<file path="config.mk">
export PLATFORM = sky130hd
export DESIGN_NAME = gt_link_sequencer
export DESIGN_NICKNAME = d
export VERILOG_FILES = /design/src/rtl/gt_seq_pkg.sv /design/src/rtl/sync_2ff.sv /design/src/rtl/gt_link_sequencer.sv
export SDC_FILE = /design/constraint.sdc
export NUM_CORES = 1
export LEC_CHECK = 0
export CAP_MARGIN = 20
export CORE_MARGIN = 5
export CORE_UTILIZATION = 53
export DETAILED_ROUTE_END_ITERATION = 6
export PLACE_DENSITY_LB_ADDON = 0.3
export SYNTH_ARGS = -nofsm -noshare
export SYNTH_HDL_FRONTEND = slang
export SYNTH_SLANG_ARGS = --single-unit
</file>
<file path="constraint.sdc">
create_clock -name init_clk -period 2.3 [get_ports init_clk]
set_input_delay 0.69 -clock init_clk [delete_from_list [all_inputs] [get_ports init_clk]]
set_output_delay 0.69 -clock init_clk [all_outputs]
set_load 0.05 [all_outputs]
</file>
<file path="src/rtl/gt_seq_pkg.sv">
// Package: gt_seq_pkg
// Shared types and constants for the GT lane bring-up sequencer.
//  - gt_seq_state_e : 3-bit FSM state encoding, also exported on state_o for debug.
//  - LB_*           : GT loopback mode encodings driven on gt_loopback.
//  - max_int        : helper used to size the shared timer from the largest interval.
package gt_seq_pkg;

  typedef enum logic [2:0] {
    ST_IDLE       = 3'd0,
    ST_RESET      = 3'd1,
    ST_WAIT_ALIGN = 3'd2,
    ST_WAIT_UP    = 3'd3,
    ST_LINK_UP    = 3'd4,
    ST_BACKOFF    = 3'd5,
    ST_FAULT      = 3'd6
  } gt_seq_state_e;

  localparam logic [2:0] LB_NORMAL   = 3'b000;
  localparam logic [2:0] LB_NEAR_PCS = 3'b001;
  localparam logic [2:0] LB_NEAR_PMA = 3'b010;
  localparam logic [2:0] LB_FAR_PMA  = 3'b100;
  localparam logic [2:0] LB_FAR_PCS  = 3'b110;

  function automatic int max_int(input int a, input int b);
    return (a > b) ? a : b;
  endfunction

endpackage

</file>
<file path="src/rtl/sync_2ff.sv">
// Module: sync_2ff
// Two-flop synchronizer for a single asynchronous level signal.
// Ports:
//  clk   in  1  destination clock
//  rst_n in  1  async active-low reset; both flops clear to 0
//  d     in  1  asynchronous input
//  q     out 1  synchronized output, two clk cycles behind d
module sync_2ff (
  input  logic clk,
  input  logic rst_n,
  input  logic d,
  output logic q
);

  logic meta;

  // NOTE: sequential state uses non-blocking assignments so meta and q
  // both sample their pre-edge values; blocking here would collapse the
  // chain into a single flop.
  always_ff @(posedge clk or negedge rst_n) begin
    if (!rst_n) begin
      meta <= 1'b0;
      q    <= 1'b0;
    end else begin
      meta <= d;
      q    <= meta;
    end
  end

endmodule

</file>
<file path="src/rtl/gt_link_sequencer.sv">
// Module: gt_link_sequencer
// Bring-up controller for one GT lane wrapper, entirely in the init_clk domain.
// Holds the GT in reset, releases it, waits for alignment and link-up with
// timeouts, retries with backoff after failures, declares link_up, and
// re-initialises on loss of link or on a loopback reconfiguration.
//
// Optional feature macro: GT_SEQ_STATS_EN
//  defined   -> adds stat_clr (in) and link_drop_cnt[15:0] (out), a saturating
//               count of link losses (reconfigurations are not counted).
//  undefined -> those ports and the counter do not exist.
//
// Ports:
//  init_clk      in  1  free-running clock
//  rst_n         in  1  async active-low reset
//  enable        in  1  1 = bring link up, 0 = hold GT in reset / clear fault
//  cfg_loopback  in  3  requested GT loopback mode
//  rx_aligned    in  1  GT alignment status (asynchronous)
//  rx_up         in  1  GT link status (asynchronous)
//  gt_rst        out 1  GT wrapper reset, registered
//  gt_loopback   out 3  GT loopback select, registered
//  link_up       out 1  high only in LINK_UP
//  fault         out 1  high only in FAULT
//  retry_cnt     out 4  consecutive failed attempts in the current bring-up
//  state_o       out 3  current FSM state (debug)
//  stat_clr      in  1  (GT_SEQ_STATS_EN) synchronous clear of link_drop_cnt
//  link_drop_cnt out 16 (GT_SEQ_STATS_EN) saturating link-loss count
module gt_link_sequencer
  import gt_seq_pkg::*;
#(
  parameter int RST_CYCLES     = 64,
  parameter int ALIGN_TIMEOUT  = 2**22,
  parameter int UP_TIMEOUT     = 2**22,
  parameter int DROP_FILTER    = 16,
  parameter int BACKOFF_CYCLES = 2**16,
  parameter int MAX_RETRIES    = 15
) (
  input  logic        init_clk,
  input  logic        rst_n,
  input  logic        enable,
  input  logic [2:0]  cfg_loopback,
  input  logic        rx_aligned,
  input  logic        rx_up,
  output logic        gt_rst,
  output logic [2:0]  gt_loopback,
  output logic        link_up,
  output logic        fault,
  output logic [3:0]  retry_cnt,
  output logic [2:0]  state_o
`ifdef GT_SEQ_STATS_EN
  ,
  input  logic        stat_clr,
  output logic [15:0] link_drop_cnt
`endif
);

  // One timer serves every timed state, so it is sized for the longest interval.
  localparam int TMAX = max_int(max_int(ALIGN_TIMEOUT, UP_TIMEOUT),
                                max_int(BACKOFF_CYCLES, RST_CYCLES));
  localparam int TW   = (TMAX > 1) ? $clog2(TMAX) : 1;
  localparam int DW   = (DROP_FILTER > 1) ? $clog2(DROP_FILTER) : 1;

  localparam logic [TW-1:0] RST_LAST     = TW'(RST_CYCLES - 1);
  localparam logic [TW-1:0] ALIGN_LAST   = TW'(ALIGN_TIMEOUT - 1);
  localparam logic [TW-1:0] UP_LAST      = TW'(UP_TIMEOUT - 1);
  localparam logic [TW-1:0] BACKOFF_LAST = TW'(BACKOFF_CYCLES - 1);
  localparam logic [DW-1:0] DROP_LAST    = DW'(DROP_FILTER - 1);
  localparam logic [3:0]    RETRY_MAX    = 4'(MAX_RETRIES);

  gt_seq_state_e state;
  logic [TW-1:0] timer;
  logic [TW-1:0] timer_inc;
  logic [DW-1:0] drop_cnt;
  logic          aligned_s;
  logic          up_s;
  logic          retry_last;
  logic          loss_now;
  logic          reconfig_now;

  sync_2ff u_sync_aligned (
    .clk   (init_clk),
    .rst_n (rst_n),
    .d     (rx_aligned),
    .q     (aligned_s)
  );

  sync_2ff u_sync_up (
    .clk   (init_clk),
    .rst_n (rst_n),
    .d     (rx_up),
    .q     (up_s)
  );

  // Saturating increment: the timer parks at all-ones rather than wrapping.
  assign timer_inc    = (timer == '1) ? timer : timer + TW'(1);
  assign retry_last   = (retry_cnt + 4'd1) == RETRY_MAX;
  // Loss fires on the last of DROP_FILTER consecutive low samples of up_s.
  assign loss_now     = (state == ST_LINK_UP) && !up_s && (drop_cnt == DROP_LAST);
  assign reconfig_now = (state == ST_LINK_UP) && (cfg_loopback != gt_loopback);
  assign state_o      = state;

  always_ff @(posedge init_clk or negedge rst_n) begin
    if (!rst_n) begin
      state       <= ST_IDLE;
      gt_rst      <= 1'b1;
      gt_loopback <= LB_NORMAL;
      link_up     <= 1'b0;
      fault       <= 1'b0;
      retry_cnt   <= 4'd0;
      timer       <= '0;
      drop_cnt    <= '0;
    end else if (!enable) begin
      // Disable overrides every other transition.
      state     <= ST_IDLE;
      gt_rst    <= 1'b1;
      link_up   <= 1'b0;
      fault     <= 1'b0;
      retry_cnt <= 4'd0;
      timer     <= '0;
      drop_cnt  <= '0;
    end else begin
      case (state)
        ST_IDLE: begin
          state       <= ST_RESET;
          gt_loopback <= cfg_loopback;
          timer       <= '0;
        end

        ST_RESET: begin
          if (timer == RST_LAST) begin
            state  <= ST_WAIT_ALIGN;
            gt_rst <= 1'b0;
            timer  <= '0;
          end else begin
            timer <= timer_inc;
          end
        end

        ST_WAIT_ALIGN: begin
          if (aligned_s) begin
            state <= ST_WAIT_UP;
            timer <= '0;
          end else if (timer == ALIGN_LAST) begin
            gt_rst <= 1'b1;
            timer  <= '0;
            if (retry_last) begin
              state     <= ST_FAULT;
              fault     <= 1'b1;
              retry_cnt <= RETRY_MAX;
            end else begin
              state     <= ST_BACKOFF;
              retry_cnt <= retry_cnt + 4'd1;
            end
          end else begin
            timer <= timer_inc;
          end
        end

        ST_WAIT_UP: begin
          if (up_s) begin
            state     <= ST_LINK_UP;
            link_up   <= 1'b1;
            retry_cnt <= 4'd0;
            drop_cnt  <= '0;
          end else if (!aligned_s || timer == UP_LAST) begin
            gt_rst <= 1'b1;
            timer  <= '0;
            if (retry_last) begin
              state     <= ST_FAULT;
              fault     <= 1'b1;
              retry_cnt <= RETRY_MAX;
            end else begin
              state     <= ST_BACKOFF;
              retry_cnt <= retry_cnt + 4'd1;
            end
          end else begin
            timer <= timer_inc;
          end
        end

        ST_LINK_UP: begin
          // Loss and reconfig share one RESET entry; the new mode is always latched.
          if (loss_now || reconfig_now) begin
            state       <= ST_RESET;
            gt_rst      <= 1'b1;
            link_up     <= 1'b0;
            gt_loopback <= cfg_loopback;
            timer       <= '0;
            drop_cnt    <= '0;
          end else if (up_s) begin
            drop_cnt <= '0;
          end else begin
            drop_cnt <= drop_cnt + DW'(1);
          end
        end

        ST_BACKOFF: begin
          if (timer == BACKOFF_LAST) begin
            state       <= ST_RESET;
            gt_loopback <= cfg_loopback;
            timer       <= '0;
          end else begin
            timer <= timer_inc;
          end
        end

        ST_FAULT: begin
          gt_rst <= 1'b1;
        end

        default: begin
          state  <= ST_IDLE;
          gt_rst <= 1'b1;
        end
      endcase
    end
  end

`ifdef GT_SEQ_STATS_EN
  // Counts only genuine losses; a loss in the same cycle as enable=0 never
  // reaches RESET and is not counted.
  always_ff @(posedge init_clk or negedge rst_n) begin
    if (!rst_n) begin
      link_drop_cnt <= 16'd0;
    end else if (stat_clr) begin
      link_drop_cnt <= 16'd0;
    end else if (enable && loss_now && link_drop_cnt != 16'hFFFF) begin
      link_drop_cnt <= link_drop_cnt + 16'd1;
    end
  end
`endif

endmodule

</file>
# == Word level (Yosys, flattened, before mapping) ==
# Cells that the tools add are included.
# word_totals
output_inout_bits,13
ff_bits,43
# classes
n_eq_ne,29
n_addsub,3
n_reduce_logical,18
n_mux,54
# ops
op,count
22-bit 2-to-1 mux,9
22-bit case mux with 6 select lines,1
4-bit 2-to-1 mux,10
3-bit 2-to-1 mux,10
"22-bit by 1-bit adder with 22-bit output, second input constant",1
"22-bit by 16-bit equality test with 1-bit output, second input constant",1
"22-bit equality test, second input constant",1
"22-bit by 6-bit equality test with 1-bit output, second input constant",1
3-bit case mux with 7 select lines,1
"3-bit != test, second input constant",6
1-bit 2-to-1 mux,16
4-bit case mux with 2 select lines,2
"3-bit equality test, second input constant",3
3-bit case mux with 3 select lines,1
"4-bit by 1-bit adder with 4-bit output, second input constant",2
"4-bit equality test, second input constant",2
"4-bit by 3-bit != test with 1-bit output, second input constant",2
4-bit AND reduction,2
"7-bit by 1-bit != test with 1-bit output, second input constant",1
7-bit AND reduction,1
"3-bit by 2-bit equality test with 1-bit output, second input constant",2
"2-bit != test, second input constant",3
"3-bit by 1-bit != test with 1-bit output, second input constant",2
"3-bit by 2-bit != test with 1-bit output, second input constant",2
16 further kinds,22

# == Depth between registers and ports, before layout ==
# Gate-level depths: netlist (run 1).
# logic_depth
ltp_word,7
depth_mapped,9
depth_no_buf,8

# == By module ==
# From an unflattened synthesis (run 1), not the netlist that was laid out.
# unflattened
hier_cells,313
area_unflattened_um2,2708.8
# by_module_without_submodules
mod,cells_each,instances,area_each_um2
gt_link_sequencer,309,1,2608.8
sync_2ff,2,2,50.0

# == Worst setup path before layout (run 1) ==
# No wires, ideal clock.
# synth_path
path_kind,register -> register
from,"reg state[0], in the netlist state_o[0]"
to,reg timer[17]
path_stages_with_launch,9
period_less_slack_ns,2.453
required_ns,2.184
arrival_ns,2.337
setup_slack_ns,-0.153
path_buffers,2
cell_sequence,dfrtp_1 clkbuf_1 inv_1 or3_1 a21oi_1 o41a_1 clkbuf_1 nand3_1 o311ai_0
# synth_via
elab_chain_len,6
word_cells_on_any_way,16
cone_classes,eq/ne: 8; mux: 2; reduce/logical: 6
# synth_lines
element,line,rtl
"start, declared",gt_link_sequencer.sv:69,gt_seq_state_e state;
"start signal, assigned",gt_link_sequencer.sv:103,state <= ST_IDLE;
"start signal, assigned",gt_link_sequencer.sv:113,state <= ST_IDLE;
"start signal, assigned",gt_link_sequencer.sv:123,state <= ST_RESET;
3-bit equality test,"gt_link_sequencer.sv:97, gt_link_sequencer.sv:98, gt_link_sequencer.sv:121",
1-bit logical AND (2 in series),gt_link_sequencer.sv:97,assign loss_now = (state == ST_LINK_UP) && !up_s && (drop_cnt == DROP_LAST);
1-bit logical OR,gt_link_sequencer.sv:182,if (loss_now || reconfig_now) begin
3-bit by 2-bit != test with 1-bit output (no line),--,
3-bit AND reduction (no line),--,
"end signal, assigned",gt_link_sequencer.sv:134,timer <= timer_inc;
"end signal, assigned",gt_link_sequencer.sv:176,timer <= timer_inc;
"end signal, assigned",gt_link_sequencer.sv:202,timer <= timer_inc;
"end, declared",gt_link_sequencer.sv:70,logic [TW-1:0] timer;
# Several ways; a longest one is shown, not always the timed one.
# A chain may end at the register's enable or synchronous reset.

# == Worst setup path in the final report (run 1) ==
# layout_path
from,reg timer[14]
to,reg timer[21]
# layout_via
elab_chain_len,6
word_cells_on_any_way,14
cone_classes,add/sub: 1; eq/ne: 3; mux: 9; reduce/logical: 1
# layout_lines
element,line,rtl
"start signal, assigned",gt_link_sequencer.sv:134,
"start signal, assigned",gt_link_sequencer.sv:154,timer <= timer_inc;
"start signal, assigned",gt_link_sequencer.sv:176,
22-bit by 1-bit adder with 22-bit output / 22-bit equality test (equally long branches),"gt_link_sequencer.sv:94, gt_link_sequencer.sv:142, gt_link_sequencer.sv:164",
22-bit 2-to-1 mux / 1-bit logical OR (equally long branches),"gt_link_sequencer.sv:94, gt_link_sequencer.sv:164",
22-bit 2-to-1 mux (on tied branches),"gt_link_sequencer.sv:164, gt_link_sequencer.sv:142",
22-bit 2-to-1 mux (on tied branches),"gt_link_sequencer.sv:159, gt_link_sequencer.sv:139",
22-bit case mux with 6 select lines *,gt_link_sequencer.sv:121,case (state)
22-bit 2-to-1 mux *,gt_link_sequencer.sv:111,end else if (!enable) begin
# Mark *: on every way between the ends. The rest lies on a longest branch, timed or not. The select of a mux whose other input is x is not followed.

==> metrics.md, run 1 <==
| Metric | Value |
|---|---|
| First-pass GRT wire length | 11700 um |
| Vias in the first global route | 2562 |
| Top post-synthesis cells by area | dfrtp_1 (40%), nand3_1 (4.7%), nand2_1 (4.5%) |
| Ys flop type | dfrtp_1 |
| Worst hold path type | in -> async |
| Longest Clk Path Bufs | 2 |
| DRC viols | 0 |
| Top cells by instance count after synthesis | dfrtp_1 (42), nand2_1 (32), nand3_1 (25), nor2_1 (25), a21oi_1 (22) |
| Row cnt | 25 |
| Top-area cell type share of the netlist area | 39.66% |
| Dpl hpwl | 4801 um |
| Synth Instances | 303 |
| Tcrit/Tclk final | 102.7% |
| Reg-to-Reg Start | timer[14] |
| Die height | 80.71 um |
| Worst Tran Pin Value | 0.5408 ns |
| Layout Skew | 0.002396 ns |
| Failing checks | negative setup slack |
| Critical Path RT | 2.49 ns |
| Unique masters post-synth | 56 |
| Status | finished with violations |
| Critical path class | reg -> reg |
| Vias/cell | 6.126 |
| Drt wl/cell | 15.93 um |
| GRT Residual Overflow | 0 |
| R2r worst-path depth | 7 |
| Dpl cells | 426 |
| Largest fanout on the critical path | 15 |
| Cell area after synthesis | 2650 sq um |
| Gr usage total | 22.61% |
| GPL Wtd Cong | 0.8372 |
| Worst slew margin | 63.94% |
| Power per Cell Area | 843.9 nW/um^2 |
| CTS root buf | clkbuf_8 |
| CTS Hold Bufs | 0 |
| Max Fclk | 0.4234 GHz |
| Share of cells above drive strength 1 | 26.15% |
| DP Worst Slack | -0.2314 ns |
| First-pass DRT Iterations | 4 |
| EDFF count, synth | 0 |
| Final wirelength | 6977 um |
| Critical Path AT | 2.55 ns |
| Fraction of registers with async set/reset | 100.0% |
| Pin count of the biggest net entering global routing | 30 |
| DIE AREA | 6514 sq um |
| RSZ-0062 raised after global routing | yes |
| Port-buffer cells | 20 |
| Via count | 2683 |
| Final WS setup | -0.06156 ns |
| Antenna diode count | 0 |
| Setup-failing EPs final | 10 |
| CP endpoint kind | register |
| Post-Layout Cell Count | 438 |
| Tmin final | 2.362 ns |
| Fin. max-slew vios | 0 |
| Top-count cell post-synth | dfrtp_1 |
| 1st-iter DRT viols | 302 |
| Maximum vdd drop | 0.0007371 V |
| Crit. Startpoint | timer[14] |
| Clock transition at the registers of the reported paths | 0.08 ns |
| Yosys top cell by area | dfrtp_1 |
| Initial antenna violation count | 0 |
| Area growth syn-to-layout | 34.37% |
| Syn_nets | 316 |
| Post-synthesis register bit count | 43 |
| Startpoint Class | register |
| Layout Nets | 383 |
| Core area | 4786 sq um |
| Max-Cap Viols | 0 |
| Effective utilization at floorplan | 55.37% |
| Filler instances | 331 |
| TritonCTS clock tree | yes |
| DIE WIDTH | 80.71 um |
| Io pins | 21 |
| Register area share after synthesis | 40.65% |
| Hold violation count in the final report | 0 |
| Clock latency at the later pin of the worst-skew pair | 0.30 ns |
| Leakage | 1.577 nW |
| Synthesized area per cell | 8.746 sq um |
| Max H-tree Level | 2 |
| Clock buffer count from CTS | 5 |
| Sink Count | 43 |
| Routed Antenna Nets | 0 |
| Hold Slack | 0.3595 ns |
| Synth warn | 0 |
| Setup_tns | -0.2480 ns |
per-layer routing:
layer  vias to the layer above  GRT usage [%]  part of all wire [%]
met4                         0          7.770                   1.8
met1                      1299          29.85                    42
met5                         -              0                     0
met3                        13          4.709                   6.4
li1                       1275              -                     -
met2                        96          36.92                    49
layout by cell type, fill, tap and decap left out, types with 6 or more instances in the layout:
cell type	instances
nand2_1	31
o21ai_0	10
a21o_1	7
nand4_1	8
o211ai_1	7
nor2_1	25
inv_1	12
dfrtp_1	39
clkbuf_8	6
clkdlybuf4s50_1	12
nand3_1	21
a21oi_1	18
buf_4	53
a22o_1	6
sequential cells by signal, indices dropped and copies added, names as in the netlist:
signal,cells
drop_cnt,4
timer,22
link_up,1
state_o,3
u_sync_aligned.q,1
u_sync_up.q,1
gt_loopback,3
retry_cnt,4
gt_rst,1
u_sync_up.meta,1
u_sync_aligned.meta,1
fault,1
per-stage QoR:
stage	util, %	area [sq um]	total power, W
6_report	74.41	3561	0.003005
5_1_grt	74.41	3561	0.003181
4_1_cts	71.74	3433	0.002887
3_5_place_dp	68.92	3298	0.002260
3_3_place_gp	68.92	3298	0.002228
2_1_floorplan	-	2679	0.001774
repair_timing:
item / CTS / global route
setup endpoints to repair: 16 / 21
buffers inserted: 0 / 2
gates cloned: 0 / 2
pin swaps: 0 / 2
gates resized for setup: 3 / 23
path summary, 6_finish.rpt:
kind | end | slack (ns)
max | timer[21] | -0.06
min | drop_cnt[0] | 0.36
max reg2reg | timer[21] | -0.06
min reg2reg | u_sync_aligned.q | 0.36
max in group asynchronous | timer[13] | 1.42
min in group init_clk | u_sync_aligned.q | 0.36
cell families (layout without fill, tap and decap cells):
| logic type | Yosys count | count (layout) | share of synthesized area, % |
|---|---|---|---|
| flip-flops | 43 | 43 | 40.65 |
| AND/OR/NAND/NOR | 130 | 130 | 25.36 |
| XOR/XNOR | 3 | 3 | 0.9917 |
| buffers and inverters | 26 | 94 | 3.966 |
| multiplexers | 9 | 9 | 3.635 |
| adder cells (fa/ha/maj) | 5 | 5 | 2.361 |
| AO/OA/AOI/OAI | 87 | 87 | 23.04 |
report_power, final:
group	total (W)	switching, W	internal, W
registers	0.000926	0.0000862	0.000840
logic	0.00146	0.000833	0.000624
clock network	0.000621	0.000270	0.000352
critical path, cell delays in order (launching register included):
cell	delay [ns]
dfrtp_1	0.44
nor4_1	0.37
nand3_1	0.20
o21a_1	0.23
o41a_1	0.45
buf_12	0.19
a21o_1	0.16
a22o_1	0.22
area by class of cell:
type                    count  area [sq um]  share of cell area [%]
repair buffers             74         656.9                   18.45
inverters                  12         45.04                   1.265
multi-input cells         234          1577                   44.27
clock buffers               6         82.58                   2.319
well taps                  67         83.83                   2.354
flip-flops and latches     43          1081                   30.36
clock inverters             2         35.03                  0.9838
Power figures use the tool's default switching activity.
==> run 2: changes to the inputs <==
--- a/config.mk
+++ b/config.mk
@@ -8,6 +8,7 @@
 export CAP_MARGIN = 20
 export CORE_MARGIN = 5
 export CORE_UTILIZATION = 53
+export CTS_CLUSTER_DIAMETER = 120
 export DETAILED_ROUTE_END_ITERATION = 6
 export PLACE_DENSITY_LB_ADDON = 0.3
 export SYNTH_ARGS = -nofsm -noshare
==> results of run 2 <==
Final layout, timing and power as in run 1 (identical DEF).
